<file path="src/rtl/cal_dac_spi_tx.sv">
// cal_dac_spi_tx: streams 16-bit calibration samples from a small FIFO into an
// external serial DAC at a fixed sample rate. Each sample tick sends one
// 24-bit SPI frame {CMD_BYTE, sample}, MSB first, with SCLK idle low and data
// captured by the DAC on the rising SCLK edge.
// Optional feature macro: CAL_DAC_LDAC_EN adds the dac_ldac_n port and an
// LDAC strobe phase after each frame. Without it the DAC updates on cs_n rise.
module cal_dac_spi_tx #(
  parameter int          SCLK_DIV   = 2,
  parameter int          SAMPLE_DIV = 1000,
  parameter logic [7:0]  CMD_BYTE   = 8'h30,
  parameter int          FIFO_DEPTH = 4
) (
  input  logic                          clk,
  input  logic                          rst_n,
  input  logic                          enable,
  input  logic [15:0]                   s_data,
  input  logic                          s_valid,
  output logic                          s_ready,
  output logic [$clog2(FIFO_DEPTH):0]   fifo_level,
  output logic                          dac_sclk,
  output logic                          dac_mosi,
  output logic                          dac_cs_n,
`ifdef CAL_DAC_LDAC_EN
  output logic                          dac_ldac_n,
`endif
  output logic                          busy,
  output logic                          underrun
);

  localparam int AW = $clog2(FIFO_DEPTH);
  localparam int PW = AW + 1;
  localparam int TW = $clog2(SAMPLE_DIV + 1);
  localparam int DW = $clog2(SCLK_DIV + 2);

  typedef enum logic [2:0] {
    IDLE,
    SETUP,
    SHIFT,
`ifdef CAL_DAC_LDAC_EN
    LDAC,
`endif
    DONE
  } state_t;

  // ---------------------------------------------------------------- FIFO
  logic [FIFO_DEPTH-1:0][15:0] mem;
  logic [PW-1:0]               wr_ptr, rd_ptr;
  logic                        full, empty, push, pop;
  logic [15:0]                 head;

  // ---------------------------------------------------------------- tick
  logic [TW-1:0] tick_cnt;
  logic          tick;

  // ---------------------------------------------------------------- frame
  state_t        state;
  logic [22:0]   shreg;        // frame bits 22..0; bit 23 goes straight to mosi
  logic [15:0]   last_sample;
  logic [DW-1:0] div_cnt;
  logic [4:0]    bit_cnt;
  logic          cs_n_r, sclk_r, mosi_r, underrun_r;
  logic [15:0]   next_sample;
  logic [23:0]   next_frame;
`ifdef CAL_DAC_LDAC_EN
  logic          ldac_n_r;
`endif

  assign fifo_level  = wr_ptr - rd_ptr;
  assign full        = (fifo_level == PW'(FIFO_DEPTH));
  assign empty       = (fifo_level == '0);
  assign s_ready     = !full;
  assign push        = s_valid && s_ready;
  assign head        = mem[rd_ptr[AW-1:0]];
  assign pop         = tick && (state == IDLE) && !empty;
  // An empty FIFO repeats the previous sample so the DAC holds its level.
  assign next_sample = empty ? last_sample : head;
  assign next_frame  = {CMD_BYTE, next_sample};

  // Sample storage; contents need no reset since pointers gate every read.
  always_ff @(posedge clk) begin
    if (push) mem[wr_ptr[AW-1:0]] <= s_data;
  end

  // FIFO pointers; extra MSB distinguishes full from empty.
  always_ff @(posedge clk or negedge rst_n) begin
    if (!rst_n) begin
      wr_ptr <= '0;
      rd_ptr <= '0;
    end else begin
      if (push) wr_ptr <= wr_ptr + PW'(1);
      if (pop)  rd_ptr <= rd_ptr + PW'(1);
    end
  end

  // Sample-rate divider; tick is a registered one-clk pulse on wrap.
  always_ff @(posedge clk or negedge rst_n) begin
    if (!rst_n) begin
      tick_cnt <= '0;
      tick     <= 1'b0;
    end else if (!enable) begin
      tick_cnt <= '0;
      tick     <= 1'b0;
    end else if (tick_cnt == TW'(SAMPLE_DIV - 1)) begin
      tick_cnt <= '0;
      tick     <= 1'b1;
    end else begin
      tick_cnt <= tick_cnt + TW'(1);
      tick     <= 1'b0;
    end
  end

  // SPI frame FSM with registered pin outputs.
  always_ff @(posedge clk or negedge rst_n) begin
    if (!rst_n) begin
      state       <= IDLE;
      shreg       <= '0;
      last_sample <= 16'h8000;
      div_cnt     <= '0;
      bit_cnt     <= '0;
      cs_n_r      <= 1'b1;
      sclk_r      <= 1'b0;
      mosi_r      <= 1'b0;
      underrun_r  <= 1'b0;
`ifdef CAL_DAC_LDAC_EN
      ldac_n_r    <= 1'b1;
`endif
    end else begin
      // A tick is lost if a frame is still running, or stale if nothing queued.
      underrun_r <= tick && ((state != IDLE) || empty);
      unique case (state)
        IDLE: begin
          cs_n_r <= 1'b1;
          sclk_r <= 1'b0;
          if (tick) begin
            shreg       <= next_frame[22:0];
            mosi_r      <= next_frame[23];
            last_sample <= next_sample;
            cs_n_r      <= 1'b0;
            div_cnt     <= '0;
            state       <= SETUP;
          end
        end
        SETUP: begin
          if (div_cnt == DW'(SCLK_DIV - 1)) begin
            div_cnt <= '0;
            bit_cnt <= '0;
            sclk_r  <= 1'b1;
            state   <= SHIFT;
          end else begin
            div_cnt <= div_cnt + DW'(1);
          end
        end
        SHIFT: begin
          if (div_cnt != DW'(SCLK_DIV - 1)) begin
            div_cnt <= div_cnt + DW'(1);
          end else begin
            div_cnt <= '0;
            if (sclk_r) begin
              // Falling edge: present the next bit while SCLK is low.
              sclk_r <= 1'b0;
              if (bit_cnt != 5'd23) begin
                mosi_r <= shreg[22];
                shreg  <= {shreg[21:0], 1'b0};
              end
            end else if (bit_cnt == 5'd23) begin
              cs_n_r <= 1'b1;
              mosi_r <= 1'b0;
              state  <= DONE;
            end else begin
              sclk_r  <= 1'b1;
              bit_cnt <= bit_cnt + 5'd1;
            end
          end
        end
        DONE: begin
          cs_n_r <= 1'b1;
          mosi_r <= 1'b0;
`ifdef CAL_DAC_LDAC_EN
          div_cnt <= '0;
          state   <= LDAC;
`else
          state   <= IDLE;
`endif
        end
`ifdef CAL_DAC_LDAC_EN
        // One idle clk, SCLK_DIV clks of ldac_n low, one recovery clk.
        LDAC: begin
          if (div_cnt == '0) begin
            ldac_n_r <= 1'b0;
            div_cnt  <= div_cnt + DW'(1);
          end else if (div_cnt == DW'(SCLK_DIV)) begin
            ldac_n_r <= 1'b1;
            div_cnt  <= div_cnt + DW'(1);
          end else if (div_cnt == DW'(SCLK_DIV + 1)) begin
            div_cnt  <= '0;
            state    <= IDLE;
          end else begin
            div_cnt  <= div_cnt + DW'(1);
          end
        end
`endif
        default: state <= IDLE;
      endcase
    end
  end

  assign dac_cs_n   = cs_n_r;
  assign dac_sclk   = sclk_r;
  assign dac_mosi   = mosi_r;
  assign underrun   = underrun_r;
  assign busy       = (state != IDLE);
`ifdef CAL_DAC_LDAC_EN
  assign dac_ldac_n = ldac_n_r;
`endif

endmodule

</file>
<file path="config.mk">
export PLATFORM = sky130hd
export DESIGN_NAME = cal_dac_spi_tx
export DESIGN_NICKNAME = d
export VERILOG_FILES = /design/src/rtl/cal_dac_spi_tx.sv
export SDC_FILE = /design/constraint.sdc
export NUM_CORES = 1
export LEC_CHECK = 0
export CORE_UTILIZATION = 31
export CTS_CLUSTER_SIZE = 30
export DETAILED_ROUTE_END_ITERATION = 6
export DONT_BUFFER_PORTS = 1
export GPL_TIMING_DRIVEN = 0
export HOLD_SLACK_MARGIN = 0.08
export SLEW_MARGIN = 10
export SYNTH_ARGS = -nofsm -noshare
export SYNTH_HDL_FRONTEND = slang
export SYNTH_SLANG_ARGS = --single-unit
</file>
<file path="constraint.sdc">
create_clock -name clk -period 3.7 [get_ports clk]
set_input_delay 0.74 -clock clk [delete_from_list [all_inputs] [get_ports clk]]
set_output_delay 0.74 -clock clk [all_outputs]
set_load 0.03 [all_outputs]
</file>
==> results of run 1 <==
## stage by stage
step	utilization, %	instances
finish	36.7	705
global route	36.7	705
CTS	36.7	705
detailed placement	33.6	672
global placement	33.6	672
floorplan	-	412
## what timing repair did
item	in CTS	in global routing
endpoints found under the hold margin	67	0
setup endpoints to repair	1	0
hold buffers	1	0
gates resized for setup	1	0
## placed cells by master (no fill, tap or decap), types with 6 or more instances in the layout
| cell | instances |
|---|---|
| clkbuf_1 | 6 |
| mux2_4 | 9 |
| inv_6 | 9 |
| o21a_1 | 15 |
| o2bb2ai_1 | 16 |
| dfrtp_1 | 67 |
| xnor2_1 | 9 |
| mux4_1 | 10 |
| nand2_1 | 9 |
| and2_1 | 7 |
| nand2b_1 | 21 |
| nor2_1 | 14 |
| o21ai_0 | 8 |
| inv_1 | 13 |
| buf_2 | 6 |
| nand3_1 | 23 |
| a211oi_1 | 17 |
| edfxtp_1 | 64 |
| mux2_2 | 14 |
| ha_1 | 13 |
| clkbuf_16 | 17 |
| mux4_2 | 6 |
## worst max-delay path, cell delays in order (launching register included)
cell	delay, ns
dfrtp_1	0.39
inv_1	0.11
ha_1	0.22
fa_1	0.40
xor3_1	0.40
buf_2	0.24
buf_4	0.28
nand3_1	0.31
## flip-flops by register name, indices dropped and copies added, names as in the netlist
register     count
dac_cs_n         1
bit_cnt          5
shreg           23
dac_mosi         1
tick_cnt        10
wr_ptr           3
div_cnt          2
mem             64
underrun         1
dac_sclk         1
last_sample     16
tick             1
state            2
rd_ptr           3
## cell usage after synthesis (3+ instances only)
| cell | n |
|---|---|
| buf_6 | 3 |
| nand2b_1 | 21 |
| xor2_1 | 3 |
| clkbuf_1 | 6 |
| xnor2_1 | 9 |
| nor2b_1 | 5 |
| buf_2 | 7 |
| o2bb2ai_1 | 16 |
| nor3_1 | 5 |
| edfxtp_1 | 64 |
| ha_1 | 13 |
| a22o_1 | 5 |
| and2_1 | 7 |
| a21oi_1 | 5 |
| mux2_4 | 9 |
| mux4_1 | 10 |
| nand2_1 | 9 |
| mux2_2 | 14 |
| mux4_2 | 6 |
| inv_1 | 13 |
| a211oi_1 | 17 |
| o21ai_0 | 8 |
| nor2_1 | 14 |
| nand3_1 | 23 |
| o21a_1 | 15 |
| dfrtp_1 | 67 |
## cell families after synthesis
kind of cell | Yosys count
and+or+nand+nor | 101
buffers and inverters | 34
DFF | 133
xor gates and xnor gates | 13
adders and majority gates | 14
muxes | 40
AOI/OAI and AO/OA | 77
## power groups by stage
stage,Sequential [W],Clock (W),Combinational [W]
2_1_floorplan,0.00196,0,0.00112
3_3_place_gp,0.00199,0,0.00140
3_5_place_dp,0.00200,0,0.00144
4_1_cts,0.00198,0.00165,0.00147
5_1_grt,0.00200,0.00172,0.00162
6_report,0.00198,0.00162,0.00145
## metal layers
metal | vias to the layer above | track usage [%]
li1 | 1597 | -
met1 | 1662 | 14.8
met2 | 55 | 19.5
met3 | 16 | 4.45
met4 | 0 | 5.26
met5 | - | 0
## worst paths after layout
path | to | slack (ns) | cells after the start | from
max | s_ready | 0.17 | 7 | wr_ptr[0]$_DFFE_PN0P_
min | last_sample[15]$_DFFE_PN1P_ | 0.16 | 0 | rst_n
max reg2reg | mem[55]$_DFFE_PP_ | 0.55 | 7 | wr_ptr[0]$_DFFE_PN0P_
min reg2reg | tick_cnt[0]$_DFF_PN0_ | 0.46 | 1 | tick_cnt[0]$_DFF_PN0_
max in group asynchronous | tick_cnt[4]$_DFF_PN0_ | 3.22 | 1 | rst_n
min in group clk | mem[33]$_DFFE_PP_ | 0.41 | 0 | s_data[1]
## layout make-up
cell class                 count  share of cell area (%)
buffer                        21                    1.94
clock buffer                  17                    6.15
clock inverter                15                    2.04
inverter                      13                   0.705
multi-input combinational    245                    31.3
sequential                   133                    52.8
tap                          260                    4.70
timing repair buffer           1                   0.398
==> summary.txt, run 1 <==
Pwr
  • Sw Pwr: 0.00171 W
  • LEAKAGE: 2.65 nW
  • VDD IR max: 0.442 mV
  • PD cells: 729 nW/um^2
  • Total power: 0.00504 W
  • Clock share of power: 32.0%
  • Switching share of power: 33.9%
  • Comb pwr share: 28.8%
  • Reg power frac: 39.2%
  • Cell Int Power: 0.00334 W

Setup path
  • Kind of critical path: reg2out
  • CP required: around 3 ns
  • CP max FO: 10
  • Worst Setup End Kind: output port
  • Crit path launch type: flop
  • Crit path DAT: 2.79 ns

Synthesis
  • EDFF count, synth: 64
  • FF+latch count, synth: 133
  • Asr flop ratio synth: 51.9%
  • Warnings, synthesis: 0
  • Synthesized area: 5990 sq um
  • Post-synth top flop: dfrtp_1
  • Post-synth cell types: 57
  • Main combinational cell family by area after synthesis: multiplexers
  • Largest cells by area after synthesis: edfxtp_1 (32%), dfrtp_1 (28%), mux4_1 (4.4%), ha_1 (2.7%), mux2_2 (2.6%)
  • Mux contribution to synthesized area: 11.7%
  • Avg Synthesized Cell Area: 14.5 sq um
  • Area leader, netlist: edfxtp_1
  • Xor/xnor share of the synthesized area: roughly 2.1%
  • Synth Area in Compound Gates: approximately a tenth
  • Simple-Gate Fraction of Synth Area: 9.43%
  • Synthesized netlist cell count: 412
  • Syn_nets: 446
  • Post-synthesis sequential area ratio: 60.9%
  • Yosys top cell area share: 32.1%
  • Post-synthesis adder-cell area fraction: 3.05%

Cells and area
  • Cell area after layout: 6920 sq um
  • Area of the multi-input gates: 2160 sq um
  • Storage cell area: 3650 sq um
  • Fill count: 1775
  • Share of cells above drive strength 1: a little under a fifth
  • Area Growth Syn to Fin: 15.4%
  • # diodes: 0
  • Nets: 466

Detailed routing
  • DR vias/cell: between 4 and 5
  • Wl on met1: 5010 um
  • Vias: 3330
  • Metal3 WL: 534 um
  • Top Metal Used: met4
  • Drt wl/cell: 15.4 um
  • Routed Wire Length: 10900 um
  • Detailed Route Iter0 Violations: ~180
  • DRT antenna net count: 0
  • First-pass DRT Iterations: 4
  • Remaining DRCs: 0
  • WL met2: between 5000 and 6000 um

Timing
  • Peak Freq: 0.283 GHz
  • Clk_skew: between 0.008 and 0.009 ns
  • Endpoints failing hold: 0
  • Final setup margin: 0.166 ns
  • Max-slew headroom: 38.9%
  • Unrepaired setup endpoints after global routing: false
  • Final Setup Violations: 0
  • Total Neg Setup Slack: 0 ns
  • Worst Max-Slew Pin Slew: 0.916 ns
  • Final Max Slew Viols: 0
  • Hold slack: 0.162 ns
  • Final worst path period share: 95.5%
  • Min cycle time layout: around 3.5 ns

Floorplan
  • Die ar.: 19900 sq um
  • Initial Util: 31.8%
  • Die X: between 100 and 150 um
  • Num rows: 50
  • Ports: 29
  • Core area: 18800 sq um
  • Chip Height: between 100 and 150 um

Placed design
  • RD Place Congestion: 0.757
  • Placed inst area: 6320 sq um
  • DP HPWL: 7310 um
  • Post-Place Setup Slack: about 0.44 ns
  • Port bufs: 0

Clock network
  • Clock-pin slew on the worst setup and hold paths: roughly 0.060 ns
  • CTS buffer count: 17
  • Longest Clk Path Bufs: 2
  • CTS tree: yes
  • Clock Latency Late Sink: 0.42 ns
  • Clock sink total: 133
  • Number of post-CTS setup repair buffers: 0
  • Root Buffer: clkbuf_16
  • CTS H-tree lvls: 4

Global routing
  • First-pass GRT wire length: 18400 um
  • Vias in the first global route: 3608
  • Largest net degree at the start of global routing: 68
  • Initial antenna violation count: 0
  • GRT overflow: 0
  • Overall routing resource usage: 12.2%

Flow run
  • Max-cap viol count: 0

Outcome
  • Status: completed

Min path
  • HP Class: in2async
Note: power is estimated with default switching activity, not from simulation.
==> run 2, diff against run 1 <==
==> constraint.sdc (replaced) <==
create_clock -name clk -period 3.7 [get_ports clk]
set_input_delay 0.74 -clock clk [delete_from_list [all_inputs] [get_ports clk]]
set_output_delay 0.74 -clock clk [all_outputs]
set_load 0.1 [all_outputs]
==> run 2 against run 1 <==
Clock power rose by 4%. Clock skew is 0.00066 ns higher. Sequential power about the same. Final area is 0.65% higher. Largest power group unchanged.
==> summary.txt, run 2 (synthesized netlist as in run 1, its figures left out) <==
Floorplan
  • Die X: 141 um (unchanged)
  • Ports: 29 (unchanged)
  • Num rows: 50 (unchanged)
  • Die ar.: 19900 sq um (unchanged)
  • Core area: 18800 sq um (unchanged)
  • Initial Util: 31.8% (unchanged)
  • Chip Height: 141 um (unchanged)

Detailed routing
  • DRT antenna net count: 0 (unchanged)
  • Drt wl/cell: 15.5 um (+0.60%)
  • First-pass DRT Iterations: 4 (unchanged)
  • Remaining DRCs: 0 (unchanged)
  • Vias: 3320 (-0.30%)
  • DR vias/cell: 4.71 (-0.30%)
  • Detailed Route Iter0 Violations: 210 (+15%)
  • Routed Wire Length: 10900 um (+0.60%)

Cells and area
  • Area of the multi-input gates: 2180 sq um (+0.58%)
  • Area Growth Syn to Fin: 16.1%
  • Fill count: 1774 (-0.056%)
  • Share of cells above drive strength 1: 18.4% (unchanged)
  • Nets: 466 (unchanged)
  • Storage cell area: 3650 sq um (unchanged)
  • Commonest non-fill, non-tap cell in the layout: dfrtp_1
  • Largest register FFs: 64 (unchanged)
  • Non-Filler Instances: 705 (unchanged)
  • # diodes: 0 (unchanged)
  • Most frequent cells in the layout: dfrtp_1 (67), edfxtp_1 (64), nand3_1 (22), nand2b_1 (21)

Global routing
  • GRT overflow: 0 (unchanged)
  • Largest net degree at the start of global routing: 68 (unchanged)
  • First-pass GRT wire length: 18300 um (-0.60%)
  • Initial antenna violation count: 0 (unchanged)
  • Vias in the first global route: 3556 (-1.4%)
  • Overall routing resource usage: 12.2% (-0.035 points)

Setup path
  • CP bufs+invs: 3 (unchanged)
  • Crit path DAT: 2.78 ns (about the same)
  • Kind of critical path: reg2out
  • Delay-heaviest family, CP: buffers and inverters
  • Worst path slowest cell: fa_1
  • Crit path launch type: flop
  • CP required: 2.96 ns (about the same)
  • Crit-path max cell delay: 0.40 ns (about the same)
  • Worst Setup End Kind: output port
  • CP max FO: 10 (unchanged)
  • Critical path cell sequence: inv_1 -> ha_1 -> fa_1 -> xor3_1 -> buf_2 -> buf_8 -> nand3_4

Pwr
  • Switching share of power: 35.4% (+1.5 points)
  • PD cells: 760 nW/um^2 (+4.2%)
  • Sw Pwr: 0.00187 W (+9.6%)
  • Clock share of power: 31.7% (-0.3 points)
  • LEAKAGE: 2.67 nW (+0.54%)
  • VDD IR max: 0.592 mV (+34%)
  • Reg power frac: 37.8% (-1.4 points)
  • Cell Int Power: 0.00342 W (+2.5%)
  • Comb pwr share: 30.6% (+1.8 points)

Timing
  • Clk_skew: 0.00937 ns (+0.000664 ns)
  • Total Neg Setup Slack: 0 ns (unchanged)
  • Max-slew headroom: 31.8% (-7.1 points)
  • Final worst path period share: 95.2% (-0.27 points)
  • Hold slack: 0.168 ns (+0.00602 ns)
  • Unrepaired setup endpoints after global routing: false
  • Final setup margin: 0.176 ns (+0.00983 ns)
  • Worst Max-Slew Pin Slew: 1.02 ns (+0.107 ns)
  • Endpoints failing hold: 0 (unchanged)
  • Final Max Slew Viols: 0 (unchanged)
  • Final Setup Violations: 0 (unchanged)
  • Peak Freq: 0.284 GHz (+0.28%)
  • Min cycle time layout: 3.52 ns (-0.00983 ns)

Placed design
  • RD Place Congestion: 0.743 (-1.9%)
  • Port bufs: 0 (unchanged)
  • Post-Place Setup Slack: -0.0256 ns (-0.470 ns)
  • Placed Cells incl. Taps: 672 (unchanged)
  • DP HPWL: 7340 um (+0.50%)

Clock network
  • Longest Clk Path Bufs: 2 (unchanged)
  • Clock Latency Late Sink: 0.42 ns (about the same)
  • Root Buffer: clkbuf_16
  • CTS buffer count: 17 (unchanged)
  • CTS tree: yes
  • Clock-pin slew on the worst setup and hold paths: 0.06 ns (about the same)
  • CTS H-tree lvls: 4 (unchanged)
  • Clock sink total: 133 (unchanged)

Min path
  • HP Class: in2async

Flow run
  • Max-cap viol count: 0 (unchanged)

Outcome
  • Status: completed
[run 2: area by class of cell]
class | count | area share, %
inverter | 13 | 0.701
multi-input combinational | 245 | 31.3
clock inverter | 14 | 2.34
clock buffer | 18 | 6.16
buffer | 21 | 2.03
tap | 260 | 4.67
timing repair buffer | 1 | 0.395
sequential | 133 | 52.4
[run 2: final timing paths]
kind,start,end,slack [ns],depth (start not counted)
worst max register to register,wr_ptr[0]$_DFFE_PN0P_,mem[56]$_DFFE_PP_,0.58,7
worst max-delay path,wr_ptr[0]$_DFFE_PN0P_,s_ready,0.18,7
min in group clk,s_data[3],mem[3]$_DFFE_PP_,0.41,0
worst min register to register,tick_cnt[0]$_DFF_PN0_,tick_cnt[0]$_DFF_PN0_,0.46,1
worst min-delay path,rst_n,last_sample[15]$_DFFE_PN1P_,0.17,0
max in group asynchronous,rst_n,shreg[5]$_DFFE_PN0P_,3.22,1
[run 2: power groups by stage]
| stage | sequential, W | clock, W | combinational (W) |
|---|---|---|---|
| 2_1_floorplan | 0.00198 | 0 | 0.00128 |
| 3_3_place_gp | 0.00201 | 0 | 0.00155 |
| 3_5_place_dp | 0.00202 | 0 | 0.00159 |
| 4_1_cts | 0.00200 | 0.00171 | 0.00164 |
| 5_1_grt | 0.00203 | 0.00178 | 0.00179 |
| 6_report | 0.00200 | 0.00168 | 0.00162 |
[run 2: per-stage QoR]
stage	power [W]	util [%]	area (sq um)
floorplan	0.00326	-	6000
global placement	0.00356	33.6	6320
detailed placement	0.00361	33.6	6320
CTS	0.00534	37.0	6960
global route	0.00559	37.0	6960
finish	0.00529	37.0	6960
[run 2: timing repair]
action	4_1_cts	5_1_grt
buffers inserted	0	0
pin swaps	0	0
gates resized for setup	3	1
hold buffers	1	0
hold endpoints to repair	67	0
setup endpoints to repair	1	1
[run 2: worst register-to-register path, cell delays in order, from the launching register on]
cell and delay, ns:
dfrtp_1 0.38, inv_1 0.11, ha_1 0.22, fa_1 0.40, xor3_1 0.38, buf_2 0.22, a31oi_4 0.28, and2_1 0.75
[run 2: metal layers]
layer / share of wire (%) / track usage [%] / up-vias
met1: 45 / 14.3 / 1663
li1: - / - / 1588
met3: 4.8 / 4.08 / 12
met5: 0 / 0 / -
met2: 49 / 20.1 / 57
met4: 1.5 / 5.55 / 0
